File: src/rtl/i2c_slave_byte_ctrl.sv
// I2C target with a fixed 7-bit address: ACKs write bytes and serialises
// read bytes supplied by a local host. Pins are oversampled on Clk.
module i2c_slave_byte_ctrl #(
    parameter logic [6:0] SLAVE_ADDR = 7'h50
) (
    input  logic       Clk,
    input  logic       Rst,
    input  logic       Scl_i,
    input  logic       Sda_i,
    output logic       Sda_oen,
    output logic       Busy,
    output logic       Rw,
    output logic [7:0] Rx_data,
    output logic       Rx_valid,
    output logic       Tx_req,
    input  logic [7:0] Tx_data,
    output logic       Master_ack,
    output logic       Stop_det
);

    typedef enum logic [2:0] {
        IDLE, ADDR, ADDR_ACK, WR_DATA, WR_ACK, RD_DATA, RD_ACK, IGNORE
    } state_t;

    state_t     r_state;
    logic       r_scl_s1, r_scl_s2, r_scl_d;
    logic       r_sda_s1, r_sda_s2, r_sda_d;
    logic [7:0] r_sr;
    logic [3:0] r_cnt;

    logic w_rise, w_fall, w_start, w_stop, w_active;

    assign w_rise   = r_scl_s2 & ~r_scl_d;
    assign w_fall   = ~r_scl_s2 & r_scl_d;
    assign w_start  = r_scl_s2 & r_scl_d & r_sda_d & ~r_sda_s2;
    assign w_stop   = r_scl_s2 & r_scl_d & ~r_sda_d & r_sda_s2;
    assign w_active = (r_state != IDLE) && (r_state != IGNORE);

    always_ff @(posedge Clk) begin
        if (Rst) begin
            r_scl_s1   <= 1'b1;
            r_scl_s2   <= 1'b1;
            r_scl_d    <= 1'b1;
            r_sda_s1   <= 1'b1;
            r_sda_s2   <= 1'b1;
            r_sda_d    <= 1'b1;
            r_state    <= IDLE;
            r_sr       <= 8'h00;
            r_cnt      <= 4'd0;
            Sda_oen    <= 1'b1;
            Busy       <= 1'b0;
            Rw         <= 1'b0;
            Rx_data    <= 8'h00;
            Rx_valid   <= 1'b0;
            Tx_req     <= 1'b0;
            Master_ack <= 1'b1;
            Stop_det   <= 1'b0;
        end else begin
            r_scl_s1 <= Scl_i;
            r_scl_s2 <= r_scl_s1;
            r_scl_d  <= r_scl_s2;
            r_sda_s1 <= Sda_i;
            r_sda_s2 <= r_sda_s1;
            r_sda_d  <= r_sda_s2;
            Rx_valid <= 1'b0;
            Tx_req   <= 1'b0;
            Stop_det <= 1'b0;
            if (w_stop) begin
                r_state  <= IDLE;
                r_cnt    <= 4'd0;
                Sda_oen  <= 1'b1;
                Busy     <= 1'b0;
                Stop_det <= 1'b1;
            end else if (w_start) begin
                r_state <= ADDR;
                r_cnt   <= 4'd0;
                Sda_oen <= 1'b1;
                Busy    <= 1'b1;
            end else if (w_rise) begin
                r_sr <= {r_sr[6:0], r_sda_s2};
                if (w_active)
                    r_cnt <= r_cnt + 4'd1;
                case (r_state)
                    ADDR_ACK: if (r_cnt == 4'd8 && Rw) Tx_req <= 1'b1;
                    WR_DATA: begin
                        if (r_cnt == 4'd7) begin
                            Rx_data  <= {r_sr[6:0], r_sda_s2};
                            Rx_valid <= 1'b1;
                        end
                    end
                    RD_ACK: begin
                        if (r_cnt == 4'd8) begin
                            Master_ack <= r_sda_s2;
                            Tx_req     <= ~r_sda_s2;
                        end
                    end
                    default: ;
                endcase
            end else if (w_fall) begin
                case (r_state)
                    ADDR: begin
                        if (r_cnt == 4'd8) begin
                            if (r_sr[7:1] == SLAVE_ADDR) begin
                                Sda_oen <= 1'b0;
                                Rw      <= r_sr[0];
                                r_state <= ADDR_ACK;
                            end else begin
                                Sda_oen <= 1'b1;
                                r_state <= IGNORE;
                            end
                        end
                    end
                    ADDR_ACK: begin
                        if (r_cnt == 4'd9) begin
                            r_cnt <= 4'd0;
                            if (Rw) begin
                                r_sr    <= Tx_data;
                                Sda_oen <= Tx_data[7];
                                r_state <= RD_DATA;
                            end else begin
                                Sda_oen <= 1'b1;
                                r_state <= WR_DATA;
                            end
                        end
                    end
                    WR_DATA: begin
                        if (r_cnt == 4'd8) begin
                            Sda_oen <= 1'b0;
                            r_state <= WR_ACK;
                        end
                    end
                    WR_ACK: begin
                        if (r_cnt == 4'd9) begin
                            Sda_oen <= 1'b1;
                            r_cnt   <= 4'd0;
                            r_state <= WR_DATA;
                        end
                    end
                    RD_DATA: begin
                        // sr shifts on every rise, so sr[7] is the next bit out
                        if (r_cnt == 4'd8) begin
                            Sda_oen <= 1'b1;
                            r_state <= RD_ACK;
                        end else begin
                            Sda_oen <= r_sr[7];
                        end
                    end
                    RD_ACK: begin
                        if (r_cnt == 4'd9) begin
                            r_cnt <= 4'd0;
                            if (!Master_ack) begin
                                r_sr    <= Tx_data;
                                Sda_oen <= Tx_data[7];
                                r_state <= RD_DATA;
                            end else begin
                                Sda_oen <= 1'b1;
                                r_state <= IGNORE;
                            end
                        end
                    end
                    default: ;
                endcase
            end
        end
    end

endmodule
File: config.mk
export PLATFORM = sky130hd
export DESIGN_NAME = i2c_slave_byte_ctrl
export DESIGN_NICKNAME = d
export VERILOG_FILES = /design/src/rtl/i2c_slave_byte_ctrl.sv
export SDC_FILE = /design/constraint.sdc
export NUM_CORES = 1
export LEC_CHECK = 0
export ABC_CLOCK_PERIOD_IN_PS = 3700
export CORE_MARGIN = 4
export CORE_UTILIZATION = 50
export CTS_BUF_LIST = sky130_fd_sc_hd__clkbuf_4
export CTS_CLUSTER_DIAMETER = 40
export DETAILED_ROUTE_END_ITERATION = 10
export MAX_ROUTING_LAYER = met4
export PLACE_DENSITY_LB_ADDON = 0.15
export SLEW_MARGIN = 30
export SYNTH_ARGS = -nofsm -noshare
export SYNTH_HDL_FRONTEND = slang
export SYNTH_SLANG_ARGS = --single-unit
File: constraint.sdc
create_clock -name Clk -period 3.7 [get_ports Clk]
set_clock_uncertainty 0.2 [all_clocks]
set_input_delay 0.555 -clock Clk [delete_from_list [all_inputs] [get_ports Clk]]
set_output_delay 0.555 -clock Clk [all_outputs]
set_load 0.02 [all_outputs]
Yosys cells after proc, flatten, opt, wreduce, memory -nomap -nowiden

Index checks and enable logic that the tools add are counted.

Register bits after elaboration: 36
Word-level logic and storage cells: 126

Eq/ne operators: 29
$add $sub $neg: 1
Bitwise operators: 15
Multiplexer cells: 40
Reductions and logical operators: 23

Operators by type and width:

| operator                                             | count |
|---|---|
| two-way mux 8 bit                                    | 6 |
| inequality test 3 bit (second input constant)        | 11 |
| two-way mux 3 bit                                    | 8 |
| two-way mux 4 bit                                    | 5 |
| case mux 3 bit (6 select lines)                      | 1 |
| AND reduction 9 bit                                  | 2 |
| two-way mux 1 bit                                    | 16 |
| case mux 8 bit (2 select lines)                      | 1 |
| AND reduction 8 bit                                  | 2 |
| inequality test 2 bit (second input constant)        | 6 |
| AND reduction 5 bit                                  | 2 |
| equality test 3 bit (second input constant)          | 3 |
| equality test 4 bit (second input constant)          | 2 |
| inverter 1 bit                                       | 8 |
| nonzero test 2 bit                                   | 4 |
| AND 1 bit                                            | 7 |
| equality test 7 bit (second input constant)          | 1 |
| AND reduction 7 bit                                  | 1 |
| nonzero test 7 bit                                   | 1 |
| equality test 3 x 2 -> 1 bit (second input constant) | 2 |
| case mux 1 bit (6 select lines)                      | 1 |
| nonzero test 3 bit                                   | 2 |
| nonzero test 6 bit                                   | 1 |
| OR reduction 3 bit                                   | 2 |
| other kinds (11)                                     | 13 |

Depth between registers and ports, before layout

Gate-level depths: netlist (run 1).

Depth after elaboration: 7
Gate-level depth with buffers: 8

Least setup slack after synthesis (run 1)

Ideal clock, no wire load.

Path kind: register to register
Start point: reg r_scl_d
End point: reg r_state[0]
Required time: 3.370 ns
Setup slack: 1.755 ns
Arrival time: 1.614 ns
Stages on the path, launching flop included: 8
Buffers on the path: 1
Cell sequence: dfxtp_1 inv_1 ha_1 buf_6 nor2b_1 or3b_1 o2111ai_1 o211ai_1

Cells in the longest elaborated chain, start to end: 5

RTL lines:

| element                                                    | RTL line | source |
|---|---|---|
| start: declaration                                         | 26       | `logic r_scl_s1, r_scl_s2, r_scl_d;` |
| start signal: assignment                                   | 61       | `r_scl_d <= r_scl_s2;` |
| AND 1 bit                                                  | 35, 36   |  |
| AND 1 bit (2 in a row)                                     | 35       | `assign w_start = r_scl_s2 & r_scl_d & r_sda_d & ~r_sda_s2;` |
| nonzero test 7 bit (no line), or another cell as far along | --       |  |
| AND reduction 9 bit (no line)                              | --       |  |
| end signal: assignment                                     | 47       | `r_state <= IDLE;` |
| end signal: assignment                                     | 69       | `r_state <= IDLE;` |
| end signal: assignment                                     | 75       | `r_state <= ADDR;` |
| end: declaration                                           | 25       | `state_t r_state;` |

Several ways; a longest one is shown, not always the timed one.
A chain may end at the register's enable or synchronous reset.

Worst setup path in the final report (run 1)

Start point: reg r_scl_d
End point: reg Rx_data[4]

Cells in the longest elaborated chain, start to end: 5

RTL lines:

| element                                   | RTL line | source |
|---|---|---|
| AND 1 bit                                 | 35, 36   |  |
| AND 1 bit (on tied branches) (2 in a row) | 36, 35   |  |
| inverter 1 bit (no line)                  | --       |  |
| AND reduction 5 bit (no line) *           | --       |  |
| end signal: assignment                    | 87       | `Rx_data <= {r_sr[6:0], r_sda_s2};` |
| end: declaration                          | 13       | `output logic [7:0] Rx_data,` |

Every way passes the cells marked *; elsewhere a longest branch is shown, timed or not.

==> results.toml, run 1 <==
[timing]
hold_slack_ps = 220.7
hold_viol_final = 0
period_needed_ps = 2591
finalCritPeriodShare_pct = 70.02
rsz0062_at_grt = "no"
setup_violations = 0
drv_slew = 0
worst_pin_slew_ps = 846.9
fin_setup_tns_ps = 0
slew_headroom_pct = 43.54
fmax_ghz = 0.3860

[routing]
drt-vias-per-instance = 5.890
drtAntennaViolNets = 0
num_vias = 1708
m1WireLength_um = 2048
wl_um = 4296
drtIter0Drc = 142
routedWlPerCell_um = 14.81
wl_met2_um = 2001
drc = 0
wl_met3_um = 216
first_pass_iters = 4
top_layer_used = "met4"

[synthesis]
synth_cells = 222
synth_adder_area_share_pct = 4.505
synth_top_family_by_area = "compound AO/OA/AOI/OAI gates"
synth.distinct_cells = 51
synth_mux_area_share_pct = 5.148
async_reset_ff_share_pct = 0
ys_warn_count = 0
seq_area_frac_synth_pct = 37.07
synthXorXnorAreaFrac_pct = 0.8366
synth_compound_area_share_pct = 24.58
syn-num-nets = 241
synth-main-ff-cell = "dfxtp_1"
synth.cell_area_mm2 = 0.001944
synthSimpleGateAreaFrac_pct = 21.24
synth_edf_count = 0
ys_seq_elements = 36
syn_area_per_cell_um2 = 8.758

[pwr]
cellPowerDensity_mw_per_mm2 = 328.8
p_leak_nw = 0.7436
peakVddDrop_v = 0.0002246

[clock_network]
clock_path_buffers = 2
clk_latency_ps = 340
cts-root-buf = "clkbuf_4"
hold_buffers = 0
numCtsBuffers = 5
clkTransAtPathRegs_ps = 110
cts_setup_buffers = 0
cts_tree = "built"
cts.sink_count = 36
cts-resized-gates = 0
htreeDepth = 2

[worst_setup_path]
critPathCaptureType = "flop"
cp_slowest_stage_delay_ps = 700
rr_worst_depth = 6
cp_max_fo = 18
crit_chain = "inv_1, ha_1, nand2_1, or4b_1, o21ai_0, a21oi_1"
r2r_setup_slack_ps = 1110
reg2reg_from = "r_scl_d"
crit_type = "flop to flop"
worstPathArrival_ps = 2630
worstSetupStartpointType = "flop"
r2r_end = "Rx_data[4]"
worst_path_max_delay_cell = "ha_1"
required_ps = 3740

[hold_path]
hold_depth = 1
min_from = "r_sda_s1"
hold_class = "flop to flop"
whs_endpoint = "r_sda_s2"

[global_routing]
grt_max_degree = 21
grt.overflow.total = 0
track_usage_pct = 17.66
antenna_found_initial = 0
grt_first_pass_wirelength_um = 6962
grt_pass1_vias = 1483

[placed_design]
place.gp.congestion = 0.8346
dp_hpwl_um = 3072
io_buffers = 26

[floorplanning]
die_area_mm2 = 0.004951
start_util_pct = 52.32
rows = 22
chipHeight_um = 70.36
core_mm2 = 0.003716
die_x_um = 70.36
pin_count = 27

[layout]
layout_commonest_cell = "dfxtp_1"
drive_gt1_share_pct = 9.504
mostFrequentLayoutCells = "36 x dfxtp_1, 29 x a21oi_1, 26 x clkdlybuf4s50_1"
antennaDiodeCount = 0
nets = 260
syn2layout_area_growth_pct = 16.28

[run_status]
status = "completed"

[flow_run]
maxCapViolations = 0
-- metrics by stage --
stage / util, % / cell area (µm²) / setup WS [ps] / power (mW) / std cells
4_1_cts: 60.84 / 2261 / 1103 / 0.7489 / 290
5_1_grt: 60.84 / 2261 / 887.3 / 0.7720 / 290
6_report: 60.84 / 2261 / 1109 / 0.7435 / 290
3_3_place_gp: 58.69 / 2181 / 1187 / 0.4714 / 282
3_5_place_dp: 58.69 / 2181 / 1139 / 0.4714 / 282
2_1_floorplan: - / 1944 / 1755 / 0.4500 / 222
-- worst max-delay path, delay by kind of cell, from the launching register on --
kind	cells	cell delay, ps
AO/OA/AOI/OAI	2	290
adder cells (fa/ha/maj)	1	700
buffers and inverters	1	70
flip-flops	1	350
AND/OR/NAND/NOR	2	880
-- synth_stat cells, drive strengths merged (6+ instances only) --
cell    count  area (µm²)
dfxtp      36       720.7
clkbuf      6       22.52
nor2        8       30.03
nand2      11       41.29
inv        10       37.54
ha          7       87.58
nand3      12       60.06
or2         8       52.55
o21ai      12       60.06
buf         9       68.81
a311oi      9       78.83
mux2i      10       100.1
a21oi      30       153.9
-- power breakdown --
part           total, mW  switching, mW  internal, mW
Sequential         0.400        0.00782         0.392
Clock              0.280          0.131         0.149
Combinational     0.0632         0.0353        0.0278
-- cell type report --
class | instances | area, µm²
Clock buffer | 6 | 45.04
Tap cell | 48 | 60.06
Inverter | 10 | 37.54
Clock inverter | 2 | 35.03
Multi-Input combinational cell | 161 | 1095
Sequential cell | 36 | 720.7
Fill cell | 355 | 1455
Timing Repair Buffer | 27 | 267.8
-- sequential cells by signal, summed over array words and instances, names as in the netlist, 3 cells and up --
register and flops:
r_sr 8, r_state 3, Rx_data 8, r_cnt 4
-- cells by family (layout without fill, tap and decap cells) --
family	after synthesis	in the layout
AO/OA/AOI/OAI	73	73
XOR/XNOR	1	1
adder cells (fa/ha/maj)	7	7
buffers and inverters	25	45
flip-flops	36	36
multiplexers	10	10
AND/OR/NAND/NOR	70	70
-- routing by layer --
metal	vias to the layer above	global-route usage (%)
li1	868	-
met1	783	23.52
met2	53	26.30
met3	4	3.885
met4	0	6.170
met5	-	-
-- worst max-delay path by stage --
stage               slack (ps)     from  cells after the start          to
floorplan                 1760  r_scl_d                      7  r_state[0]
global placement          1190  r_scl_d                      6  Rx_data[3]
detailed placement        1140  r_scl_d                      6  Rx_data[0]
CTS                       1100  r_scl_d                      6  Rx_data[0]
global route               890  r_scl_d                      6  Rx_data[0]
finish                    1110  r_scl_d                      6  Rx_data[4]
Power figures use the tool's default switching activity.
==> run 2: changes to the inputs <==
--- a/config.mk
+++ b/config.mk
@@ -5,7 +5,7 @@
 export SDC_FILE = /design/constraint.sdc
 export NUM_CORES = 1
 export LEC_CHECK = 0
-export ABC_CLOCK_PERIOD_IN_PS = 3700
+export ABC_CLOCK_PERIOD_IN_PS = 2600
 export CORE_MARGIN = 4
 export CORE_UTILIZATION = 50
 export CTS_BUF_LIST = sky130_fd_sc_hd__clkbuf_4
==> constraint.sdc (replaced) <==
create_clock -name Clk -period 2.6 [get_ports Clk]
set_clock_uncertainty 0.2 [all_clocks]
set_input_delay 0.39 -clock Clk [delete_from_list [all_inputs] [get_ports Clk]]
set_output_delay 0.39 -clock Clk [all_outputs]
set_load 0.02 [all_outputs]
==> run 2 against run 1 <==
Against the previous run:
- flip-flop and latch count is the same
- via count grew 1.4%
- utilization grew 0.17 points
- critical endpoint is now Rx_data[5]
==> results.toml, run 2 (synthesis gave the netlist of run 1 again) <==
[floorplanning]
core_mm2 = 0.003716
chipHeight_um = 70.36
die_x_um = 70.36
die_area_mm2 = 0.004951
pin_count = 27
start_util_pct = 52.32
rows = 22

[global_routing]
antenna_found_initial = 0
grt_max_degree = 28
grt.overflow.total = 0
grt_pass1_vias = 1641
track_usage_pct = 18.92
grt_first_pass_wirelength_um = 7541

[clock_network]
hold_buffers = 0
clock_path_buffers = 2
cts_tree = "built"
cts-root-buf = "clkbuf_4"
cts-resized-gates = 0
numCtsBuffers = 5
cts_setup_buffers = 0
clk_latency_ps = 350
htreeDepth = 2
cts.sink_count = 36
clkTransAtPathRegs_ps = 120

[timing]
rsz0062_at_grt = "no"
period_needed_ps = 2238
slew_headroom_pct = 54.98
drv_slew = 0
hold_viol_final = 0
worst_pin_slew_ps = 673.5
setup_violations = 0
hold_slack_ps = 225.8
fin_setup_tns_ps = 0
finalCritPeriodShare_pct = 86.09
fmax_ghz = 0.4468

[worst_setup_path]
worstSetupStartpointType = "flop"
r2r_setup_slack_ps = 360
crit_type = "flop to flop"
worstPathArrival_ps = 2270
rr_worst_depth = 6
critPathCaptureType = "flop"
r2r_end = "Rx_data[5]"
reg2reg_from = "r_scl_d"
required_ps = 2630
cp_max_fo = 11

[routing]
drtAntennaViolNets = 0
drc = 0
first_pass_iters = 5
wl_um = 4267
drt-vias-per-instance = 5.891
num_vias = 1732
routedWlPerCell_um = 14.51
drtIter0Drc = 114

[pwr]
cellPowerDensity_mw_per_mm2 = 421.9
p_leak_nw = 0.7442
peakVddDrop_v = 0.0002368

[layout]
nets = 264
drive_gt1_share_pct = 10.57
reg_top3 = "Rx_data x8, r_sr x8, r_cnt x4"
layout_commonest_cell = "dfxtp_1"
fill_cells = 350
mostFrequentLayoutCells = "36 x dfxtp_1, 29 x a21oi_1, 26 x clkdlybuf4s50_1"
syn2layout_area_growth_pct = 16.60
antennaDiodeCount = 0

[run_status]
status = "completed"

[placed_design]
dp_hpwl_um = 3193
io_buffers = 26
place.gp.congestion = 0.8700

[hold_path]
hold_depth = 1
min_from = "r_sda_s1"
whs_endpoint = "r_sda_s2"
hold_class = "flop to flop"

[flow_run]
maxCapViolations = 0
[run 2: per-layer routing]
metal / wire, µm / track usage [%] / up-vias
li1: - / - / 876
met1: 2054 / 24.96 / 812
met2: 1960 / 29.31 / 36
met3: 200 / 3.022 / 8
met4: 52 / 6.596 / 0
met5: 0 / - / -
[run 2: critical path: stages (launching register included)]
cell	delay, ps
dfxtp_1	360
inv_1	60
ha_1	380
nand2_1	150
or4b_1	670
o21ai_0	220
a21oi_1	80
[run 2: metrics by stage]
stage	instance area (µm²)	std cells	power (mW)	worst slack (ps)	utilization [%]
after CTS	2267	294	0.9683	359.5	61.01
final	2267	294	0.9565	361.7	61.01
after global routing	2267	294	1.001	170.4	61.01
after global placement	2211	286	0.6729	471.7	59.49
after detailed placement	2211	286	0.6733	390.5	59.49
after floorplan	1944	222	0.6404	655.4	-
[run 2: worst max path at each step]
stage          slack [ps]  cells after the start     from         end
2_1_floorplan         660                      7  r_scl_d  r_state[0]
3_3_place_gp          470                      6  r_scl_d  Rx_data[3]
3_5_place_dp          390                      6  r_scl_d  Rx_data[3]
4_1_cts               360                      6  r_scl_d  Rx_data[3]
5_1_grt               170                      6  r_scl_d  Rx_data[0]
6_report              360                      6  r_scl_d  Rx_data[5]
[run 2: area by class of cell]
type | count | area, µm² | area share [%]
Clock inverter | 3 | 18.77 | 0.8278
Clock buffer | 5 | 37.54 | 1.656
Timing Repair Buffer | 31 | 297.8 | 13.13
Tap cell | 48 | 60.06 | 2.649
Sequential cell | 36 | 720.7 | 31.79
Multi-Input combinational cell | 161 | 1095 | 48.29
Inverter | 10 | 37.54 | 1.656
[run 2: power breakdown]
part / internal [mW] / total (mW) / switching [mW]
logic: 0.0419 / 0.0907 / 0.0487
registers: 0.559 / 0.570 / 0.0112
clock network: 0.102 / 0.296 / 0.194
==> run 3: changes to the inputs <==
--- a/config.mk
+++ b/config.mk
@@ -10,6 +10,7 @@
 export CORE_UTILIZATION = 50
 export CTS_BUF_LIST = sky130_fd_sc_hd__clkbuf_4
 export CTS_CLUSTER_DIAMETER = 40
+export CTS_CLUSTER_SIZE = 16
 export DETAILED_ROUTE_END_ITERATION = 10
 export MAX_ROUTING_LAYER = met4
 export PLACE_DENSITY_LB_ADDON = 0.15
==> results of run 3 <==
No change in the layout: final DEF, timing and power equal those of run 2.
